[src/rtl/key_debounce_pulse.sv]
// ---------------------------------------------------------------------------
// key_debounce_pulse
//   Cleans a raw active-low pushbutton and produces a one-cycle pulse for each
//   accepted press. Its o_pulse drives the T/enable input of the downstream
//   8-bit hex counter, so that counter steps exactly once per physical press.
//   It also provides a debounced level and a one-cycle release pulse.
//
// Optional feature macro: KEY_DEBOUNCE_AUTO_REPEAT_EN
//   When defined, holding the key repeats o_pulse: the first repeat comes
//   REPEAT_DELAY cycles after acceptance, then one every REPEAT_PERIOD cycles.
//   When undefined there is no repeat logic: one pulse per accepted press.
//
// Ports:
//   clk             in   system clock (CLOCK_50)
//   rst             in   asynchronous reset, active low
//   i_key_n         in   raw pushbutton, 0 = pressed (asynchronous, bouncy)
//   o_pulse         out  one-cycle high per accepted press (and per repeat)
//   o_pressed       out  debounced level, 1 = pressed
//   o_release_pulse out  one-cycle high per accepted release
// ---------------------------------------------------------------------------
module key_debounce_pulse #(
    parameter int DEBOUNCE_CYCLES = 500000,
    parameter int REPEAT_DELAY    = 25000000,
    parameter int REPEAT_PERIOD   = 5000000
) (
    input  logic clk,
    input  logic rst,
    input  logic i_key_n,
    output logic o_pulse,
    output logic o_pressed,
    output logic o_release_pulse
);

    localparam int            CW      = $clog2(DEBOUNCE_CYCLES);
    localparam logic [CW-1:0] CNT_MAX = CW'(DEBOUNCE_CYCLES - 1);

    // Elaboration-time parameter sanity checks.
    if (DEBOUNCE_CYCLES < 2) begin : g_bad_debounce
        $error("key_debounce_pulse: DEBOUNCE_CYCLES must be >= 2");
    end
    if (REPEAT_DELAY < 2) begin : g_bad_delay
        $error("key_debounce_pulse: REPEAT_DELAY must be >= 2");
    end
    if (REPEAT_PERIOD < 2) begin : g_bad_period
        $error("key_debounce_pulse: REPEAT_PERIOD must be >= 2");
    end

    typedef enum logic [1:0] {
        IDLE        = 2'd0,
        ARM_PRESS   = 2'd1,
        HELD        = 2'd2,
        ARM_RELEASE = 2'd3
    } state_t;

    state_t        r_state, w_state_nx;
    logic          r_s1, r_s2;
    logic [CW-1:0] r_cnt, w_cnt_nx;
    logic          r_pulse, r_pressed, r_release_pulse;
    logic          w_pulse_nx, w_pressed_nx, w_release_nx;
    logic          w_accept;

    // Two-flop synchronizer; resets to the released level.
    always_ff @(posedge clk or negedge rst) begin
        if (!rst) begin
            r_s1 <= 1'b1;
            r_s2 <= 1'b1;
        end else begin
            r_s1 <= i_key_n;
            r_s2 <= r_s1;
        end
    end

    // Next-state logic. The stability counter is cleared on every state
    // change and only counts in the two ARM states, so it tops out at
    // CNT_MAX and never wraps.
    always_comb begin
        w_state_nx   = r_state;
        w_cnt_nx     = r_cnt;
        w_accept     = 1'b0;
        w_release_nx = 1'b0;
        w_pressed_nx = r_pressed;
        case (r_state)
            IDLE: begin
                if (!r_s2) begin
                    w_state_nx = ARM_PRESS;
                    w_cnt_nx   = '0;
                end
            end
            ARM_PRESS: begin
                if (r_s2) begin
                    w_state_nx = IDLE;
                    w_cnt_nx   = '0;
                end else if (r_cnt == CNT_MAX) begin
                    w_state_nx   = HELD;
                    w_cnt_nx     = '0;
                    w_accept     = 1'b1;
                    w_pressed_nx = 1'b1;
                end else begin
                    w_cnt_nx = r_cnt + CW'(1);
                end
            end
            HELD: begin
                if (r_s2) begin
                    w_state_nx = ARM_RELEASE;
                    w_cnt_nx   = '0;
                end
            end
            ARM_RELEASE: begin
                // A low blip while releasing is bounce: back to HELD, level kept.
                if (!r_s2) begin
                    w_state_nx = HELD;
                    w_cnt_nx   = '0;
                end else if (r_cnt == CNT_MAX) begin
                    w_state_nx   = IDLE;
                    w_cnt_nx     = '0;
                    w_release_nx = 1'b1;
                    w_pressed_nx = 1'b0;
                end else begin
                    w_cnt_nx = r_cnt + CW'(1);
                end
            end
            default: begin
                w_state_nx = IDLE;
                w_cnt_nx   = '0;
            end
        endcase
    end

`ifdef KEY_DEBOUNCE_AUTO_REPEAT_EN
    localparam int RMAX = (REPEAT_DELAY > REPEAT_PERIOD) ? REPEAT_DELAY : REPEAT_PERIOD;
    localparam int RW   = $clog2(RMAX);
    localparam logic [RW-1:0] REP_DLY_LAST = RW'(REPEAT_DELAY - 1);
    localparam logic [RW-1:0] REP_PER_LAST = RW'(REPEAT_PERIOD - 1);

    logic [RW-1:0] r_rep_cnt, w_rep_cnt_nx;
    logic          r_rep_ph, w_rep_ph_nx;   // 0: waiting first delay, 1: periodic
    logic          w_rep_hit;
    logic [RW-1:0] w_rep_lim;

    assign w_rep_lim = r_rep_ph ? REP_PER_LAST : REP_DLY_LAST;

    // The counter restarts at each terminal count rather than using a
    // modulo, and simply holds while in ARM_RELEASE.
    always_comb begin
        w_rep_cnt_nx = r_rep_cnt;
        w_rep_ph_nx  = r_rep_ph;
        w_rep_hit    = 1'b0;
        if (r_state == IDLE || w_accept) begin
            w_rep_cnt_nx = '0;
            w_rep_ph_nx  = 1'b0;
        end else if (r_state == HELD && !r_s2) begin
            if (r_rep_cnt == w_rep_lim) begin
                w_rep_hit    = 1'b1;
                w_rep_cnt_nx = '0;
                w_rep_ph_nx  = 1'b1;
            end else begin
                w_rep_cnt_nx = r_rep_cnt + RW'(1);
            end
        end
    end

    always_ff @(posedge clk or negedge rst) begin
        if (!rst) begin
            r_rep_cnt <= '0;
            r_rep_ph  <= 1'b0;
        end else begin
            r_rep_cnt <= w_rep_cnt_nx;
            r_rep_ph  <= w_rep_ph_nx;
        end
    end

    assign w_pulse_nx = w_accept | w_rep_hit;
`else
    assign w_pulse_nx = w_accept;
`endif

    always_ff @(posedge clk or negedge rst) begin
        if (!rst) begin
            r_state         <= IDLE;
            r_cnt           <= '0;
            r_pulse         <= 1'b0;
            r_pressed       <= 1'b0;
            r_release_pulse <= 1'b0;
        end else begin
            r_state         <= w_state_nx;
            r_cnt           <= w_cnt_nx;
            r_pulse         <= w_pulse_nx;
            r_pressed       <= w_pressed_nx;
            r_release_pulse <= w_release_nx;
        end
    end

    assign o_pulse         = r_pulse;
    assign o_pressed       = r_pressed;
    assign o_release_pulse = r_release_pulse;

endmodule

[config.mk]
export PLATFORM = sky130hd
export DESIGN_NAME = key_debounce_pulse
export DESIGN_NICKNAME = d
export VERILOG_FILES = /design/src/rtl/key_debounce_pulse.sv
export SDC_FILE = /design/constraint.sdc
export NUM_CORES = 1
export LEC_CHECK = 0
export CAP_MARGIN = 25
export CELL_PAD_IN_SITES_DETAIL_PLACEMENT = 0
export CELL_PAD_IN_SITES_GLOBAL_PLACEMENT = 1
export CORE_MARGIN = 5
export CORE_UTILIZATION = 45
export DETAILED_ROUTE_END_ITERATION = 10
export DONT_BUFFER_PORTS = 1
export PLACE_DENSITY = 0.73
export SLEW_MARGIN = 20
export SYNTH_ARGS = -nofsm -noshare
export SYNTH_HDL_FRONTEND = slang
export SYNTH_SLANG_ARGS = --single-unit
[constraint.sdc]
create_clock -name clk -period 2.5 [get_ports clk]
set_input_delay 0.5 -clock clk [delete_from_list [all_inputs] [get_ports clk]]
set_output_delay 0.5 -clock clk [all_outputs]
set_load 0.03 [all_outputs]
==> summary.txt, run 1 <==
Setup path
  • Cell Chain, Critical Path: or4_1 -> or4_1 -> nor4_2 -> a31o_2 -> a21oi_1
  • Cell family with most CP delay: simple AND/OR/NAND/NOR gates
  • CP dominant cell by count: or4_1
  • Reg2reg start: r_cnt[5]
  • Crit end category: flop
  • WS Path Type: reg -> reg
  • Req. time, crit path: 2710 ps
  • R2r setup slk: 360 ps
  • FF-to-FF path depth: 5
  • R2R Path End: o_pressed
  • Critical path arrival: 2350 ps
  • Crit-path slowest cell: or4_1
  • Startpoint types: flop
  • Worst-path maximum fanout: 8
  • Max incr delay on CP: 530 ps
  • Buf/Inv on CP: 0

STA
  • Setup violators final: 0
  • Max Slew Vio Count: 0
  • Worst slew pin tran: 540 ps
  • Final Hold Fails: 0
  • Slew margin rel.: 64.0%
  • Clock skew: 16.9 ps
  • Max Fclk: 468 MHz
  • TNS Setup: 0 ps
  • Final min period: 2140 ps
  • RSZ-0062 raised after global routing: no
  • Final Cycle Share: 85.5%

Floorplan
  • Starting density of the core: 46.3%
  • Die H: 65.6 microns
  • Core footprint: 0.00300 sq mm
  • # rows: 20
  • DIE AREA: 0.00430 sq mm
  • Die X: 65.6 microns
  • # IOs: 6

Yosys
  • Sequential share of the synthesized area: 47.0%
  • Ys flop type: dfrtp_1
  • Largest family of logic cells by synthesized area: simple AND/OR/NAND/NOR gates
  • Post-synth EDFFs: 0
  • Top cells by area, synth: dfrtp_1 (43%), nand2_1 (5.4%), nand3_1 (4.7%), o21ai_0 (4.7%), dfstp_2 (3.8%)
  • Mapped Cells: 154
  • Post-Synth Simple-Gate Area: 28.4%
  • Async SR Flop Fraction: 100%
  • Post-synthesis register bit count: 26
  • Most frequent cell after synthesis: dfrtp_1
  • Mux cell area share after synthesis: 1.44%
  • Synth Area in Compound Gates: 16.7%
  • Synth unique cells: 39
  • Post-synth top area cell: dfrtp_1
  • Yosys top cell area share: 43.2%
  • Syn avg cell area: 9.03 sq um
  • Ys Warns: 0
  • Synth Area in XOR/XNOR: 1.89%
  • Synth Area in Adders: 0.900%
  • Top cells by count, synth: dfrtp_1 (24), nand2_1 (20), nand3_1 (13), o21ai_0 (13), a21oi_1 (9)
  • Syn Std Cell Area: 0.00139 sq mm
  • Syn nets: 158

Clock tree
  • CTS Sinks: 26
  • H-tree depth: 1
  • Post-CTS Setup Bufs: 0
  • CTS Buffer Depth: 2
  • Clk_lat worst skew: 320 ps
  • Clock Tree Root: clkbuf_4
  • TritonCTS Buffers: 3
  • CTS tree: built
  • Reg clk slew, reported paths: 150 ps

Finish
  • Core Util, Final: 50.0%
  • Final net count: 164
  • # diodes: 0
  • Fraction of layout cells with a size suffix above 1: 10.7%
  • Area delta synth->final: 7.92%
  • Post-Layout Inst Area: 0.00150 sq mm

Hold path
  • Hold path endpoint: r_s1
  • Min-Delay Path Depth: 0
  • Worst hold path type: in -> reg
  • Hold wc startpoint: i_key_n

Placed design
  • Port Buf Inserts: 0
  • Gp weighted congestion: 0.810
  • Post-place instance area: 0.00143 sq mm
  • HPWL after DPL: 2250 microns

Pwr
  • Comb pwr share: 33.0%
  • Seq pwr share: 47.0%
  • Pint: 0.662 mW
  • PD cells: 714 mW/mm^2
  • Total Power: 1.07 mW
  • Clock power frac: 19.9%
  • NetSw: 0.409 mW
  • Pleak: 0.611 nW
  • Worst vdd ir: 253 uV
  • Sw frac: 38.2%

Status
  • Status: complete, no violations

Routing
  • Final ANT Viol Nets: 0
  • Vias/cell: 6.21
  • Vias post-DR: 1192
  • DRC: 0
  • Initial DRC count: 58
  • WL/cell: 16.5 microns
  • Final wirelength: 3180 microns
  • DRT Pass-1 Iters: 4

GRT
  • Total grt overflow: 0
  • First-pass GRT wire length: 5310 microns
  • Most Used Layer, Global Route: met2
  • Met2 Use GR: 25.3%
  • Pin count of the biggest net entering global routing: 27
  • Met1 usage: 21.9%
  • Grt met3 use: 2.05%
  • Number of global-route vias before repair: 1143
  • Total GRT Usage: 15.9%
  • Antenna violations before repair: 0

Run
  • Max Cap Viol: 0
-- power by group through the flow --
stage	combinational (mW)	sequential, mW	clock, mW
3_3_place_gp	0.332	0.510	0
6_report	0.354	0.504	0.214
5_1_grt	0.395	0.514	0.235
2_1_floorplan	0.258	0.488	0
3_5_place_dp	0.338	0.513	0
4_1_cts	0.355	0.504	0.223
-- worst max path at each step --
stage / start / endpoint / depth (start not counted)
2_1_floorplan: r_cnt[6] / o_pressed / 6
3_5_place_dp: r_cnt[5] / o_pressed / 5
6_report: r_cnt[5] / o_pressed / 5
3_3_place_gp: r_cnt[5] / o_pressed / 5
5_1_grt: r_cnt[5] / o_release_pulse / 5
4_1_cts: r_cnt[5] / o_pressed / 5
-- cell type report --
class | instances | area [sq um]
Inverter | 6 | 22.5
Multi-Input combinational cell | 117 | 687
Tap cell | 33 | 41.3
Clock buffer | 4 | 36.3
Fill cell | 299 | 1500
Sequential cell | 26 | 653
Timing Repair Buffer | 6 | 60.1
-- cells by family (layout without fill, tap and decap cells) --
group                      count (synthesis)  count (layout)
buffers and inverters                     11              16
DFF                                       26              26
and+or+nand+nor                           74              74
AOI/OAI and AO/OA                         37              37
muxes                                      2               2
adders and majority gates                  1               1
xor gates and xnor gates                   3               3
-- metrics by stage --
stage	setup slack (ps)	hold slack (ps)	std cells
final	363	169	192
after detailed placement	405	205	186
after CTS	372	149	192
after floorplan	529	204	154
after global routing	265	131	192
after global placement	440	205	186
-- per-layer routing --
layer / vias up / routed length (microns)
li1: 581 / -
met1: 586 / 1600
met2: 21 / 1450
met3: 4 / 96
met4: 0 / 31
met5: - / 0
-- sequential cells by signal (all words and copies together), names as in the netlist, named ones only --
signal,flops
o_release_pulse,1
r_state,1
r_s1,1
r_s2,1
o_pressed,1
o_pulse,1
r_cnt,19
-- layout by cell type, fill, tap and decap left out, types with 2 or more instances in the layout --
cell type,netlist,routed
inv_1,6,6
mux2i_1,2,2
or4_1,4,4
dfstp_2,2,2
nand2_1,20,20
nor2_1,7,7
o2bb2ai_1,2,2
or3_1,3,3
xnor2_1,2,2
o21ai_0,13,13
and2_1,2,2
nand3_1,13,13
buf_4,0,4
nor3_1,6,6
nand2b_1,2,2
nor4_1,4,4
a21oi_1,9,9
and3_1,3,3
nand4_1,3,3
a22o_1,2,2
clkbuf_4,0,3
dfrtp_1,24,24
a21o_1,4,4
nor4b_1,2,2
-- worst register-to-register path: cells and delay by family (launching register included) --
kind,cells,cell delay (ps)
simple gates,3,1280
flops,1,480
compound gates,2,270
-- timing repair --
item / 4_1_cts / 5_1_grt
hold buffers: 2 / 0
endpoints found under the hold margin: 26 / 0
gates resized for setup: 0 / 0
Power figures use the tool's default switching activity.
==> inputs of run 2 (changes only) <==
--- a/config.mk
+++ b/config.mk
@@ -10,6 +10,8 @@
 export CELL_PAD_IN_SITES_GLOBAL_PLACEMENT = 1
 export CORE_MARGIN = 5
 export CORE_UTILIZATION = 45
+export CTS_CLUSTER_DIAMETER = 120
+export CTS_CLUSTER_SIZE = 12
 export DETAILED_ROUTE_END_ITERATION = 10
 export DONT_BUFFER_PORTS = 1
 export PLACE_DENSITY = 0.73
==> results of run 2 <==
The final DEF is identical to that of run 1; final timing and power are the same.
